--- config.mk ---
export PLATFORM = sky130hd
export DESIGN_NAME = barrel_shifter
export DESIGN_NICKNAME = d
export VERILOG_FILES = /design/src/rtl/barrel_shifter_pkg.sv /design/src/rtl/shift_amount_decode.sv /design/src/rtl/barrel_shifter.sv
export SDC_FILE = /design/constraint.sdc
export NUM_CORES = 1
export LEC_CHECK = 0
export ABC_CLOCK_PERIOD_IN_PS = 4940
export BUFFER_PORTS_ARGS = -buffer_cell sky130_fd_sc_hd__buf_2
export CAP_MARGIN = 20
export CORE_ASPECT_RATIO = 0.6
export CORE_MARGIN = 2
export CORE_UTILIZATION = 50
export CTS_CLUSTER_SIZE = 14
export DETAILED_ROUTE_END_ITERATION = 8
export PLACE_DENSITY = 0.71
export RECOVER_POWER = 50
export SLEW_MARGIN = 20
export SYNTH_ARGS = -nofsm -noshare
export SYNTH_HDL_FRONTEND = slang
export SYNTH_SLANG_ARGS = --single-unit
export TNS_END_PERCENT = 10
--- constraint.sdc ---
create_clock -name clk -period 4.94 [get_ports clk]
set_clock_uncertainty 0.1 [all_clocks]
set_input_delay 0.247 -clock clk [delete_from_list [all_inputs] [get_ports clk]]
set_output_delay 0.247 -clock clk [all_outputs]
set_load 0.01 [all_outputs]
--- src/rtl/barrel_shifter_pkg.sv ---
`default_nettype none
// ============================================================================
// Module      : barrel_shifter_pkg
// Description : Shared definitions for the ARM data-processing shifter.
//               Provides the shift-type and shiftee-select encodings, the
//               decoded-amount record, and a 32-bit rotate helper.
// Revision    : 1.0  initial release
// ============================================================================
package barrel_shifter_pkg;

  // Data-processing shift types, as encoded in the instruction.
  localparam logic [1:0] SHIFT_LSL = 2'd0;
  localparam logic [1:0] SHIFT_LSR = 2'd1;
  localparam logic [1:0] SHIFT_ASR = 2'd2;
  localparam logic [1:0] SHIFT_ROR = 2'd3;

  // Shiftee multiplexer selects that feed this block.
  localparam logic [1:0] IMMED_8_SEL  = 2'd0;
  localparam logic [1:0] RM_SEL       = 2'd1;
  localparam logic [1:0] IMMED_32_SEL = 2'd2;

  // Where the shifter carry comes from.
  typedef enum logic [1:0] {
    CSEL_CIN  = 2'd0,  // CPSR C passes through
    CSEL_ZERO = 2'd1,  // constant 0 (shift of more than 32)
    CSEL_BIT  = 2'd2   // a bit of the shiftee, indexed by carry_idx
  } carry_sel_e;

  // Decoded amount and special-case flags, registered in stage 1.
  typedef struct packed {
    logic [4:0] amt;         // effective shift amount for the normal path
    logic       pass;        // result is the shiftee unchanged
    logic       force_zero;  // result is all zeros
    logic       force_sign;  // result is all copies of shiftee[31]
    logic       rrx;         // rotate right by one through carry
    carry_sel_e carry_sel;
    logic [4:0] carry_idx;   // shiftee bit used when carry_sel is CSEL_BIT
  } shift_dec_t;

  // Rotate right by 0..31.
  function automatic logic [31:0] rotr32(input logic [31:0] v, input logic [4:0] r);
    logic [63:0] dbl;
    dbl = {v, v} >> r;
    return dbl[31:0];
  endfunction

endpackage
`default_nettype wire

--- src/rtl/shift_amount_decode.sv ---
`default_nettype none
// ============================================================================
// Module      : shift_amount_decode
// Description : Combinational decode of the shift type and amount into an
//               effective 5-bit amount plus special-case flags.
//               Ports:
//                 shift_type  in  2  LSL/LSR/ASR/ROR
//                 shift_amt   in  8  immediate uses [4:0], register uses [7:0]
//                 amt_is_reg  in  1  selects register-amount semantics
//                 dec         out    decoded amount, flags, carry source
// Revision    : 1.0  initial release
// ============================================================================
module shift_amount_decode
  import barrel_shifter_pkg::*;
(
  input  logic [1:0] shift_type,
  input  logic [7:0] shift_amt,
  input  logic       amt_is_reg,
  output shift_dec_t dec
);

  logic [4:0] n5;
  logic       ge32;

  always_comb begin
    n5   = shift_amt[4:0];
    ge32 = |shift_amt[7:5];
    dec  = '0;
    dec.carry_sel = CSEL_CIN;

    if (!amt_is_reg) begin
      if (n5 == 5'd0) begin
        // An immediate of zero re-encodes LSR/ASR #32 and RRX.
        unique case (shift_type)
          SHIFT_LSL: dec.pass = 1'b1;
          SHIFT_LSR: begin
            dec.force_zero = 1'b1;
            dec.carry_sel  = CSEL_BIT;
            dec.carry_idx  = 5'd31;
          end
          SHIFT_ASR: begin
            dec.force_sign = 1'b1;
            dec.carry_sel  = CSEL_BIT;
            dec.carry_idx  = 5'd31;
          end
          default: begin
            dec.rrx       = 1'b1;
            dec.carry_sel = CSEL_BIT;
            dec.carry_idx = 5'd0;
          end
        endcase
      end else begin
        dec.amt       = n5;
        dec.carry_sel = CSEL_BIT;
        // LSL carries out bit 32-n, which is -n modulo 32.
        dec.carry_idx = (shift_type == SHIFT_LSL) ? (5'd0 - n5) : (n5 - 5'd1);
      end
    end else if (shift_amt == 8'd0) begin
      dec.pass = 1'b1;
    end else begin
      unique case (shift_type)
        SHIFT_LSL: begin
          if (!ge32) begin
            dec.amt       = n5;
            dec.carry_sel = CSEL_BIT;
            dec.carry_idx = 5'd0 - n5;
          end else if (shift_amt == 8'd32) begin
            dec.force_zero = 1'b1;
            dec.carry_sel  = CSEL_BIT;
            dec.carry_idx  = 5'd0;
          end else begin
            dec.force_zero = 1'b1;
            dec.carry_sel  = CSEL_ZERO;
          end
        end
        SHIFT_LSR: begin
          if (!ge32) begin
            dec.amt       = n5;
            dec.carry_sel = CSEL_BIT;
            dec.carry_idx = n5 - 5'd1;
          end else if (shift_amt == 8'd32) begin
            dec.force_zero = 1'b1;
            dec.carry_sel  = CSEL_BIT;
            dec.carry_idx  = 5'd31;
          end else begin
            dec.force_zero = 1'b1;
            dec.carry_sel  = CSEL_ZERO;
          end
        end
        SHIFT_ASR: begin
          dec.carry_sel = CSEL_BIT;
          if (!ge32) begin
            dec.amt       = n5;
            dec.carry_idx = n5 - 5'd1;
          end else begin
            dec.force_sign = 1'b1;
            dec.carry_idx  = 5'd31;
          end
        end
        default: begin
          // Register ROR only looks at the low five bits of the amount.
          dec.carry_sel = CSEL_BIT;
          if (n5 == 5'd0) begin
            dec.pass      = 1'b1;
            dec.carry_idx = 5'd31;
          end else begin
            dec.amt       = n5;
            dec.carry_idx = n5 - 5'd1;
          end
        end
      endcase
    end
  end

endmodule
`default_nettype wire

--- src/rtl/barrel_shifter.sv ---
`default_nettype none
// ============================================================================
// Module      : barrel_shifter
// Description : Two-stage pipelined ARM data-processing shifter with a
//               valid/ready interface and flush.
//               Ports:
//                 clk, reset          clock, synchronous active-high reset
//                 flush               drop everything in flight
//                 in_valid/in_ready   request handshake
//                 shiftee, shift_type, amt_is_reg, shift_amt, carry_in
//                 out_valid/out_ready result handshake
//                 shifter_operand, shifter_carry_out  registered results
// Revision    : 1.0  initial release
// ============================================================================
module barrel_shifter
  import barrel_shifter_pkg::*;
#(
  parameter int WIDTH = 32
)
(
  input  logic             clk,
  input  logic             reset,
  input  logic             flush,
  input  logic             in_valid,
  output logic             in_ready,
  input  logic [WIDTH-1:0] shiftee,
  input  logic [1:0]       shift_type,
  input  logic             amt_is_reg,
  input  logic [7:0]       shift_amt,
  input  logic             carry_in,
  output logic             out_valid,
  input  logic             out_ready,
  output logic [WIDTH-1:0] shifter_operand,
  output logic             shifter_carry_out
);

  shift_dec_t dec;

  logic             s1_valid_q,   s1_valid_d;
  logic [WIDTH-1:0] s1_shiftee_q, s1_shiftee_d;
  logic [1:0]       s1_type_q,    s1_type_d;
  logic             s1_cin_q,     s1_cin_d;
  shift_dec_t       s1_dec_q,     s1_dec_d;

  logic             out_valid_q,  out_valid_d;
  logic [WIDTH-1:0] operand_q,    operand_d;
  logic             carry_q,      carry_d;

  logic             s1_advance;
  logic             s2_advance;

  logic [4:0]       rot_amt;
  logic [WIDTH-1:0] rot;
  logic [WIDTH-1:0] lsr_mask;
  logic [WIDTH-1:0] lsl_mask;
  logic [WIDTH-1:0] shift_result;
  logic             shift_carry;

  shift_amount_decode u_decode (
    .shift_type (shift_type),
    .shift_amt  (shift_amt),
    .amt_is_reg (amt_is_reg),
    .dec        (dec)
  );

  // Shift network: every normal shift is one right-rotate plus a mask.
  // LSL by n is a right-rotate by 32-n with the low n bits cleared.
  always_comb begin
    rot_amt  = (s1_type_q == SHIFT_LSL) ? (5'd0 - s1_dec_q.amt) : s1_dec_q.amt;
    rot      = rotr32(s1_shiftee_q, rot_amt);
    lsr_mask = {WIDTH{1'b1}} >> s1_dec_q.amt;
    lsl_mask = {WIDTH{1'b1}} << s1_dec_q.amt;

    if (s1_dec_q.pass) begin
      shift_result = s1_shiftee_q;
    end else if (s1_dec_q.force_zero) begin
      shift_result = '0;
    end else if (s1_dec_q.force_sign) begin
      shift_result = {WIDTH{s1_shiftee_q[WIDTH-1]}};
    end else if (s1_dec_q.rrx) begin
      shift_result = {s1_cin_q, s1_shiftee_q[WIDTH-1:1]};
    end else begin
      unique case (s1_type_q)
        SHIFT_LSL: shift_result = rot & lsl_mask;
        SHIFT_LSR: shift_result = rot & lsr_mask;
        SHIFT_ASR: shift_result = (rot & lsr_mask) |
                                  (~lsr_mask & {WIDTH{s1_shiftee_q[WIDTH-1]}});
        default:   shift_result = rot;
      endcase
    end

    unique case (s1_dec_q.carry_sel)
      CSEL_ZERO: shift_carry = 1'b0;
      CSEL_BIT:  shift_carry = s1_shiftee_q[s1_dec_q.carry_idx];
      default:   shift_carry = s1_cin_q;
    endcase
  end

  // Handshake and next-state for both stages.
  always_comb begin
    s2_advance = !out_valid_q || out_ready;
    s1_advance = !s1_valid_q || s2_advance;
    in_ready   = !reset && s1_advance;

    s1_valid_d   = s1_valid_q;
    s1_shiftee_d = s1_shiftee_q;
    s1_type_d    = s1_type_q;
    s1_cin_d     = s1_cin_q;
    s1_dec_d     = s1_dec_q;
    out_valid_d  = out_valid_q;
    operand_d    = operand_q;
    carry_d      = carry_q;

    if (s1_advance) begin
      s1_valid_d = in_valid && !flush;
      if (in_valid && !flush) begin
        s1_shiftee_d = shiftee;
        s1_type_d    = shift_type;
        s1_cin_d     = carry_in;
        s1_dec_d     = dec;
      end
    end

    // Output data only changes when a new result moves in, so it stays
    // stable under backpressure.
    if (s2_advance) begin
      out_valid_d = s1_valid_q;
      if (s1_valid_q) begin
        operand_d = shift_result;
        carry_d   = shift_carry;
      end
    end

    if (flush) begin
      s1_valid_d  = 1'b0;
      out_valid_d = 1'b0;
    end
  end

  always_ff @(posedge clk) begin
    if (reset) begin
      s1_valid_q   <= 1'b0;
      s1_shiftee_q <= '0;
      s1_type_q    <= '0;
      s1_cin_q     <= 1'b0;
      s1_dec_q     <= '0;
      out_valid_q  <= 1'b0;
      operand_q    <= '0;
      carry_q      <= 1'b0;
    end else begin
      s1_valid_q   <= s1_valid_d;
      s1_shiftee_q <= s1_shiftee_d;
      s1_type_q    <= s1_type_d;
      s1_cin_q     <= s1_cin_d;
      s1_dec_q     <= s1_dec_d;
      out_valid_q  <= out_valid_d;
      operand_q    <= operand_d;
      carry_q      <= carry_d;
    end
  end

  assign out_valid         = out_valid_q;
  assign shifter_operand   = operand_q;
  assign shifter_carry_out = carry_q;

endmodule
`default_nettype wire

Word level (Yosys, flattened, before mapping)
Index checks and enable logic that the tools add are counted.

word-level totals
  output and inout port bits = 35
  input bits = 49
  flip-flop bits (word level) = 86
  word-level logic and storage cells = 91

cells by class
  equal/unequal tests = 7
  reductions and logical operators = 19
  bitwise logic cells = 5
  shifts and indexed selects = 3
  add/subtract/negate cells = 3
  muxes and demuxes = 39
  magnitude comparators = 1

operators with widths
  kind                                                        count
  two-way mux 32 bit                                          4
  bitwise AND 32 bit                                          3
  one-hot mux 32 bit (3 select lines)                         1
  right shift 64 x 5 -> 32 bit                                1
  two-way mux 5 bit                                           9
  two-way mux 7 bit                                           5
  inverter 32 bit                                             1
  OR 32 bit                                                   1
  << shifter 32 x 5 -> 32 bit, first input constant           1
  right shift 32 x 5 -> 32 bit, first input constant          1
  one-hot mux 7 bit (3 select lines)                          1
  one-hot mux 7 bit (2 select lines)                          1
  two-way mux 1 bit                                           12
  subtractor 1 x 5 -> 5 bit, first input constant             2
  equality test 8 x 6 -> 1 bit, second input constant         1
  zero test 8 bit                                             1
  two-way mux 8 bit                                           1
  equality test 2 x 1 -> 1 bit, second input constant         3
  equality test 2 bit, second input constant                  3
  less-than comparator 5 x 6 -> 1 bit, second input constant  1
  OR reduction 2 bit                                          3
  OR reduction 3 bit                                          2
  binary-select mux 1 bit (select 5 bit)                      1
  zero test 5 bit                                             1
  9 further kinds                                             17

Longest topological paths before layout
Gate-level depths: netlist (run 1).

  depth in word-level cells = 10
  gate-level depth with buffers = 15
  depth with buffers taken out = 11

By module
A second synthesis (run 1) with hierarchy kept.

unflattened totals
  cells, all modules = 1185
  area, all modules = 8164.1 um2

by module, submodules not included
  module               seq. area each (um2)  times used  area an instance (um2)  cells an instance
  barrel_shifter       1721.7                1           7440.9                  1086
  shift_amount_decode  0.0                   1           723.2                   99

Worst setup path before layout (run 1)
OpenSTA, ideal clock, no wires.

  path type = register -> register
  start = register s1_dec_q[13] in the netlist's numbering
  end = register operand_q[7] (netlist: shifter_operand[7])
  path slack = 1.333 ns
  path buffers = 4
  stages on the path, launching flop included = 14
  arrival = 3.419 ns
  library setup time = 0.088 ns
  period minus slack after synthesis = 3.607 ns
  data required time = 4.752 ns
  path through = dfxtp_1 clkbuf_1 buf_1 inv_1 ha_1 or3b_1 buf_6 nand2_4 buf_8 a2111oi_0 or4_4 mux4_2 a211o_1 a311oi_2

on the way
  cells in the longest elaborated chain, start to end = 10
  elaborated cells between the ends (all ways) = 15
  classes of those cells = 1 x add/sub; 3 x shift; 6 x mux; 5 x bitwise

RTL lines
  what                                     RTL line                                    RTL
  start: declaration                       barrel_shifter.sv:43                        shift_dec_t s1_dec_q, s1_dec_d;
  start signal: assignment                 barrel_shifter.sv:146                       s1_dec_q <= '0;
  start signal: assignment                 barrel_shifter.sv:155                       s1_dec_q <= s1_dec_d;
  subtractor 1 x 5 -> 5 bit                barrel_shifter.sv:69                        rot_amt = (s1_type_q == SHIFT_LSL) ? (5'd0 - s1_dec_q.amt) : s1_dec_q.amt;
  two-way mux 5 bit                        barrel_shifter.sv:69
  right shift 64 x 5 -> 32 bit             barrel_shifter_pkg.sv:43                    dbl = {v, v} >> r;
  bitwise AND 32 bit                       barrel_shifter.sv:85, barrel_shifter.sv:86
  OR 32 bit                                barrel_shifter.sv:86                        SHIFT_ASR: shift_result = (rot & lsr_mask) |
  one-hot mux 32 bit (3 select lines) (*)  barrel_shifter.sv:83                        unique case (s1_type_q)
  two-way mux 32 bit (*)                   barrel_shifter.sv:80                        end else if (s1_dec_q.rrx) begin
  two-way mux 32 bit (*)                   barrel_shifter.sv:78                        end else if (s1_dec_q.force_sign) begin
  two-way mux 32 bit (*)                   barrel_shifter.sv:76                        end else if (s1_dec_q.force_zero) begin
  two-way mux 32 bit (*)                   barrel_shifter.sv:74                        if (s1_dec_q.pass) begin
  end signal: assignment                   barrel_shifter.sv:157                       operand_q <= operand_d;
  end: declaration                         barrel_shifter.sv:46                        logic [WIDTH-1:0] operand_q, operand_d;

Mark *: on every way between the ends. The rest lies on a longest branch, timed or not.
A chain may end at the register's enable or synchronous reset.

Worst setup path in the final report (run 1)
  start = input port reset
  end = output port in_ready

on the way
  cells in the longest elaborated chain, start to end = 2

RTL lines
  what                RTL line               RTL
  start: declaration  barrel_shifter.sv:22   input logic reset,
  zero test 1 bit     barrel_shifter.sv:103  in_ready = !reset && s1_advance;
  logical AND 1 bit   barrel_shifter.sv:103
  end: declaration    barrel_shifter.sv:25   output logic in_ready,

Every way passes these cells.

==> results.tsv, run 1 <==
metric	value	unit
status	finished, violations left	
failed_checks	capacitance limit, slew limit	
drive_above_1_share	15.5	%
core_region_area	15300	sq um
synth_area_per_cell	7.87	sq um
cts_root_buffer	clkbuf_16	
numCtsBuffers	9	
antenna_cells	0	
firstDrtPassIters	7	
synthTopCellsByCount	nand2_1, a21oi_1, dfxtp_1, mux2i_1, clkbuf_1	
max_cap_violations	2	
grt_pass1_wl	47200	um
worstPathMaxFanout	61	
synth-seq-area-share	22.1	%
die_area	16600	sq um
route.vias.total	8558	
io_buffers	83	
htreeDepth	3	
cts_resized	0	
slew_violations	93	
synth_ff_type	dfxtp_1	
insertion_delay	0.35	ns
cp_common_cell	clkbuf_1	
fin_crit	4.30	ns
yosys.area.top_type	dfxtp_1	
synthArstFlopShare	0	%
start_kind	primary input	
avgRoutedWirePerCell	26.6	um
antenna_found_initial	0	
rsz0062_at_grt	false	
fp.dieH	101	um
crit_path_end_kind	output pin	
ys_ff_latch	86	
clkTransAtPathRegs	0.07	ns
ys_types	66	
synth.most_common_cell	nand2_1	
syn_to_final_growth	8.40	%
clock_sinks	86	
die_width	165	um
start_util	51.0	%
synth_cells	990	
final_nets	1059	
fin_setup_tns	0	ns
critPathSlowestCell	clkbuf_1	
track_usage	38.7	%
yosysWarnings	0	
drt_iter0_markers	1388	
crit_chain	clkbuf_1 > clkbuf_1 > nor2_1 > clkbuf_1	
ff2ff_setup_slack	0.80	ns
viasPerCell	7.10	
cts_tree	done	
slowest_delay	2.13	ns
drtAntennaViolNets	0	
drc	0	
tightest_slew	2.90	ns
hold_class	in2reg	
timing.hold.ws	0.0171	ns
grt_max_degree	62	
grt.overflow.total	0	
crit_arrival	3.95	ns
powerDensity	251	nW/um^2
cts_setup_buffers	0	
ir_worst_vdd	0.145	mV
syn-cell-area	7790	sq um
fp-row-count	35	
slew_headroom	-93.2	%
grt_pass1_vias	7535	
hpwl	22700	um
p_leak	0.00316	uW
setup_viol	0	
crit_required	4.59	ns
min_period_over_period	87.1	%
top_level_ports	84	
synth_nets	1051	
clockBufferDepth	2	
crit_type	in2out	
max_clock_freq	232	MHz
synth.top_cell.area_share	22.1	%
finalHoldViolCount	0	
gp_congestion	1.11	
drt-total-wl	32000	um
synth_edf_count	0	
cts_hold_buf	0	
synth_area_leaders	dfxtp_1, mux4_2, mux2i_1	
==> critical path, delay by kind of cell <==
family	cells	cell delay [ns]
AND/OR/NAND/NOR	1	0.12
buffers and inverters	3	3.52
==> per-stage QoR <==
step | std cells | cell area, sq um | util [%] | setup WS [ns] | power [uW]
after floorplan | 990 | 7790 | - | 1.33 | 1230
after global placement | 1190 | 8220 | 53.8 | 1.03 | 1440
after detailed placement | 1190 | 8220 | 53.8 | 0.956 | 1440
after CTS | 1206 | 8490 | 55.6 | 0.925 | 2090
after global routing | 1206 | 8440 | 55.3 | 0.447 | 2190
final | 1206 | 8440 | 55.3 | 0.638 | 2120
==> per-layer routing <==
layer | wire length [um] | global-route usage, % | vias up
met3 | 5850 | 19.3 | 109
li1 | - | - | 3724
met2 | 11700 | 49.0 | 711
met4 | 966 | 10.9 | 4
met1 | 13400 | 56.1 | 4010
met5 | 162 | 7.58 | -
==> report_power, final <==
group,leakage (uW),internal (uW),switching (uW)
logic,0.00233,248,403
clock network,0.000133,345,319
registers,0.000703,729,77.0
total,0.00316,1320,799
==> area by class of cell <==
class / count / area [sq um]
fill: 1502 / 6840
inverter: 21 / 78.8
multi-input combinational: 775 / 5570
clock buffer: 10 / 229
tap: 203 / 254
clock inverter: 6 / 43.8
timing repair buffer: 105 / 544
sequential: 86 / 1720
==> cell families after synthesis <==
group / count (synthesis) / synth area share (%)
buf+inv: 129 / 6.81
fa+ha+maj: 12 / 1.93
simple gates: 314 / 17.9
compound gates: 301 / 25.0
xor+xnor: 11 / 1.33
flops: 86 / 22.1
mux: 137 / 24.9
==> placed cells by master, fill, tap and decap left out, types with 12 or more instances in the layout <==
cell,n
a211oi_1,20
a21oi_1,97
a221oi_1,28
buf_2,47
buf_4,20
clkbuf_1,38
dfxtp_1,85
ha_1,12
inv_1,20
mux2i_1,86
mux4_2,45
nand2_1,137
nand3_1,27
nor2_1,77
nor3_1,26
o21ai_0,61
==> worst paths after layout <==
kind,from,end,cells past startpoint
worst max-delay path,reset,in_ready,4
worst max register to register,s1_dec_q[12]$_SDFFE_PP0P_,shifter_operand[23]$_SDFFE_PP0P_,11
worst min register to register,shifter_operand[14]$_SDFFE_PP0P_,shifter_operand[14]$_SDFFE_PP0P_,1
worst min-delay path,flush,s1_valid_q$_SDFFE_PP0P_,2
==> sequential cells by signal, indices dropped and copies added, names as in the netlist <==
signal             count
s1_shiftee_q          32
shifter_operand       32
s1_dec_q              16
s1_type_q              2
out_valid              1
s1_cin_q               1
s1_valid_q             1
shifter_carry_out      1
No activity file was read; power rests on OpenSTA's default activity.
==> inputs of run 2 (changes only) <==
CORE_MARGIN = default   (was 2)
==> results.tsv, run 2 (same netlist as run 1, synthesis figures left out) <==
metric	value	unit	change
start_util	52.5	%	+1.5 points
most-common-layout-cells	nand2_1, a21oi_1, mux2i_1		
crit_path_end_kind	flop		
core_region_area	14800	sq um	-2.9%
fp-row-count	34		-2.9%
top_level_ports	84		unchanged
worstPathMaxFanout	40		-34%
cts_hold_buf	0		unchanged
cts_root_buffer	clkbuf_16		
viasPerCell	7.12		+0.33%
final_nets	1065		+0.57%
track_usage	41.4	%	+2.6 points
rsz0062_at_grt	false		
syn_to_final_growth	9.64	%	
htreeDepth	3		unchanged
hpwl	23300	um	+2.7%
dp_slack	0.845	ns	-0.110 ns
worst_slack	0.654	ns	+0.0163 ns
drc	0		unchanged
fp.dieH	98.7	um	-2.0%
drt_iter0_markers	1439		+3.7%
cts_setup_buffers	0		unchanged
setup_viol	0		unchanged
crit_arrival	4.46	ns	+0.51 ns
cts_tree	done		
hold_class	in2reg		
antenna_found_initial	1		+1
max_cap_violations	1		-1
grt_max_degree	50		-19%
antenna_cells	0		unchanged
status	finished, violations left		
cts_resized	0		unchanged
crit_required	5.12	ns	+0.53 ns
die_width	163	um	-1.2%
grt.overflow.total	0		unchanged
p_seq_share	35.1	%	-2.9 points
ir_worst_vdd	0.159	mV	+9.3%
slew_violations	50		-46%
die_area	16100	sq um	-3.2%
failed_checks	capacitance limit, slew limit		
fin_setup_tns	0	ns	unchanged
crit_type	reg2reg		
max_clock_freq	233	MHz	+0.38%
clkTransAtPathRegs	0.08	ns	about the same
grt_pass1_wl	49500	um	+4.8%
numCtsBuffers	9		unchanged
tightest_slew	1.61	ns	-1.28 ns
intPower	1480	uW	+12%
switching_share	35.6	%	-2.0 points
cp_common_cell	ha_1		
grt_pass1_vias	7824		+3.8%
critPathSlowestCell	o41ai_1		
drt-total-wl	32700	um	+2.0%
powerDensity	269	nW/um^2	+6.9%
fillCellCount	1397		-7.0%
min_period_over_period	86.8	%	-0.33 points
clock_sinks	86		unchanged
gp_congestion	1.01		-8.7%
slowest_delay	0.64	ns	-1.49 ns
switchingPower	818	uW	+2.3%
io_buffers	83		unchanged
slew_headroom	-7.66	%	+86 points
start_kind	flop		
insertion_delay	0.35	ns	about the same
firstDrtPassIters	7		unchanged
final_common_cell	nand2_1		
crit_chain	inv_1 > ha_1 > ha_1 > or3b_1 > nand2_4 > a2111oi_0 > or4_4 > nand3_1 > a41oi_1 > o41ai_1 > nor4b_2		
avgRoutedWirePerCell	27.1	um	+2.0%
pwr-share-comb	28.8	%	-1.9 points
drive_above_1_share	15.9	%	+0.42 points
drtAntennaViolNets	0		unchanged
p_leak	0.00322	uW	+1.7%
finalHoldViolCount	0		unchanged
route.vias.total	8586		+0.33%
fin_crit	4.29	ns	-0.0163 ns
power_frac_clock	36.1	%	+4.8 points
clockBufferDepth	2		unchanged
[run 2: critical path: cells and delay by family (launching register included)]
| kind | cells | cell delay [ns] |
|---|---|---|
| compound gates | 3 | 0.98 |
| fa+ha+maj | 2 | 0.51 |
| buf+inv | 1 | 0.09 |
| flops | 1 | 0.54 |
| simple gates | 5 | 1.99 |
[run 2: layout make-up]
cell class              count  area (sq um)  area share (%)
multi-input cells         775          5570            65.2
clock inverters             6           118            1.38
inverters                  21          78.8           0.923
flip-flops and latches     86          1720            20.2
clock buffers               9           225            2.64
repair buffers            111           577            6.75
well taps                 198           248            2.90
[run 2: path summary, 6_finish.rpt]
kind | cells after the start | start | end | slack [ns]
max | 11 | s1_dec_q[12]$_SDFFE_PP0P_ | shifter_operand[23]$_SDFFE_PP0P_ | 0.65
min | 2 | flush | out_valid$_SDFFE_PP0P_ | 0.008
max reg2reg | 11 | s1_dec_q[12]$_SDFFE_PP0P_ | shifter_operand[23]$_SDFFE_PP0P_ | 0.65
min reg2reg | 2 | s1_cin_q$_SDFFE_PP0P_ | s1_cin_q$_SDFFE_PP0P_ | 0.37
[run 2: per-stage QoR]
step,total power (uW),cells,hold WS [ns],utilization (%),area (sq um)
5_1_grt,2360,1206,0.0185,57.5,8540
3_5_place_dp,1450,1191,0.357,55.5,8250
4_1_cts,2260,1206,0.00449,57.9,8590
2_1_floorplan,1230,990,0.224,-,7790
6_report,2290,1206,0.00832,57.5,8540
3_3_place_gp,1450,1191,0.348,55.5,8250
[run 2: power groups by stage]
stage	clock, uW	sequential (uW)	combinational [uW]
after floorplan	0	772	457
after global placement	0	813	634
after detailed placement	0	813	632
after CTS	829	797	635
after global routing	856	805	696
final	827	805	662
[run 2: metal layers]
layer / part of all wire (%) / vias up / track usage [%]
met4: 3.2 / 2 / 12.7
met1: 42 / 4003 / 60.3
met2: 36 / 744 / 51.7
met5: 0.034 / - / 0
li1: - / 3718 / -
met3: 18 / 119 / 20.5
==> inputs of run 3 (changes only) <==
PLACE_DENSITY = 0.7   (was 0.71)
SYNTH_HIERARCHICAL = 1   (was default)
==> results.tsv, run 3 <==
metric	value	unit	change
status	finished, violations left		
failed_checks	DRC, capacitance limit, slew limit		
cts_resized	0		unchanged
yosys.area.top_type	dfxtp_1		
ys_types	81		+23%
start_util	52.2	%	-0.25 points
cp_top_family	simple AND/OR/NAND/NOR gates		
syn-cell-area	8160	sq um	+4.8%
cts_root_buffer	clkbuf_16		
cp_common_cell	ha_1		
fin_setup_tns	0	ns	unchanged
tightest_slew	1.69	ns	+0.0713 ns
clkTransAtPathRegs	0.09	ns	about the same
hpwl	26000	um	+12%
final_nets	1257		+18%
drt_iter0_markers	1897		+32%
drive_above_1_share	11.9	%	-4.0 points
setup_viol	0		unchanged
slowest_delay	0.86	ns	+0.22 ns
fin_crit	4.32	ns	+0.0334 ns
antenna_cells	0		unchanged
crit_type	reg2reg		
fp-row-count	35		+2.9%
synth_edf_count	0		unchanged
hold_class	in2reg		
die_area	16900	sq um	+4.7%
min_period_over_period	87.4	%	+0.68 points
synthTopCellsByCount	nand2_1, a21oi_1, dfxtp_1, nor2_1, o21ai_0		
antenna_found_initial	1		unchanged
drt-total-wl	35800	um	+9.6%
seqCellArea	1720	sq um	unchanged
numCtsBuffers	9		unchanged
slew_headroom	-12.4	%	-4.8 points
synth_cells	1185		+20%
powerDensity	247	nW/um^2	-8.2%
route.vias.total	10000		+17%
cts_tree	done		
slew_violations	52		+4.0%
synth.most_common_cell	nand2_1		
grt.overflow.total	0		unchanged
gp_congestion	1.13		+11%
clockBufferDepth	2		unchanged
grt_pass1_vias	8797		+12%
worstPathMaxFanout	25		-38%
syn_to_final_growth	8.69	%	
synth_ff_type	dfxtp_1		
io_buffers	83		unchanged
ir_worst_vdd	0.244	mV	+54%
final_common_cell	nand2_1		
crit_arrival	4.45	ns	about the same
synth_nets	1244		+18%
die_width	167	um	+2.3%
max_clock_freq	232	MHz	-0.77%
path_buf_inv	1		unchanged
insertion_delay	0.36	ns	about the same
yosysWarnings	6		+6
multi_input_area	5890	sq um	+5.7%
synthArstFlopShare	0	%	unchanged
finalHoldViolCount	0		unchanged
synth_area_leaders	dfxtp_1, nand2_1, a21oi_1		
drtAntennaViolNets	0		unchanged
crit_path_end_kind	flop		
drc	2		+2
p_leak	0.00291	uW	-9.5%
fp.dieH	101	um	+2.3%
most-common-layout-cells	nand2_1, a21oi_1, dfxtp_1		
clock_sinks	86		unchanged
synth_area_per_cell	6.89	sq um	-12%
viasPerCell	7.14		+0.32%
start_kind	flop		
htreeDepth	3		unchanged
rsz0062_at_grt	false		
grt_pass1_wl	53800	um	+8.7%
max_cap_violations	1		unchanged
top_level_ports	84		unchanged
ys_ff_latch	86		unchanged
fillCellCount	1536		+9.9%
synth.top_cell.area_share	21.1	%	-1.0 points
crit_chain	inv_1 > ha_1 > ha_1 > or3b_1 > a22oi_1 > nor2_1 > mux2i_1 > o21ai_0 > nor4_1 > or3_1		
critPathSlowestCell	or3b_1		
core_region_area	15600	sq um	+5.3%
crit_required	5.07	ns	-0.05 ns
total_power	2190	uW	-4.6%
firstDrtPassIters	9		+2
avgRoutedWirePerCell	25.5	um	-6.0%
synth-seq-area-share	21.1	%	-1.0 points
grt_max_degree	87		+74%
track_usage	42.1	%	+0.69 points
==> run 3: cell types whose count changed after synthesis, sizes merged, moves of 20 or more <==
cell / delta
nand2b: +30
o22ai: +28
o211ai: +50
mux4: -34
a22oi: +29
nand3: +33
a221oi: -20
mux2i: -79
o21ai: +23
a211oi: +24
nand2: +69
==> run 3: area by class of cell <==
class	instances	share of cell area (%)
multi-input cells	965	66.3
flip-flops and latches	86	19.4
repair buffers	120	7.35
well taps	203	2.86
clock buffers	9	2.54
clock inverters	7	0.818
inverters	16	0.677
==> run 3: cells by family (layout without fill, tap and decap cells) <==
logic type | after synthesis | after routing | share of synthesized area [%]
flops | 86 | 86 | 21.1
compound gates | 476 | 476 | 39.6
mux | 20 | 20 | 4.17
simple gates | 449 | 449 | 25.2
fa+ha+maj | 10 | 10 | 1.53
buf+inv | 134 | 152 | 7.34
xor+xnor | 10 | 10 | 1.07
==> run 3: stage by stage <==
step	util, %	instances	cell area, sq um	setup slack (ns)	hold slack, ns
floorplan	-	1185	8160	1.57	0.224
global placement	55.1	1389	8610	1.05	0.348
detailed placement	55.1	1389	8610	0.960	0.348
CTS	57.0	1406	8920	0.961	0.0183
global route	56.8	1406	8870	0.525	0.0238
finish	56.8	1406	8870	0.621	0.0171
==> run 3: power breakdown <==
group	total, uW	leakage (uW)	switching (uW)	internal (uW)
Combinational	681	0.00206	455	226
Sequential	797	0.000703	69.0	728
Clock	711	0.000143	352	358
==> run 3: worst min-delay path, delay by kind of cell <==
kind | cells | cell delay (ns)
buf+inv | 1 | 0.09
simple gates | 1 | 0.04
compound gates | 1 | 0.05
==> run 3: worst paths after layout <==
path              slack [ns]                                to  cells after the start                      start
hold / removal          0.02     s1_shiftee_q[28]$_SDFFE_PP0P_                      3                shiftee[28]
setup / recovery        0.62  shifter_operand[12]$_SDFFE_PP0P_                     10  s1_dec_q[12]$_SDFFE_PP0P_
setup reg to reg        0.62  shifter_operand[12]$_SDFFE_PP0P_                     10  s1_dec_q[12]$_SDFFE_PP0P_
hold reg to reg         0.37          s1_dec_q[6]$_SDFFE_PP0P_                      2   s1_dec_q[6]$_SDFFE_PP0P_
==> run 3: what timing repair did <==
item                                    in CTS  in global routing
hold buffers                                 1                  0
endpoints found under the setup margin       0                  0
buffers inserted                             0                  0
endpoints found under the hold margin        2                  0
==> run 3: per-layer routing <==
| metal | up-vias | wire length, um | GRT usage, % |
|---|---|---|---|
| li1 | 4459 | - | - |
| met1 | 4600 | 14900 | 58.8 |
| met2 | 844 | 12800 | 53.9 |
| met3 | 139 | 6630 | 21.1 |
| met4 | 0 | 1420 | 14.4 |
| met5 | - | 0 | 0 |
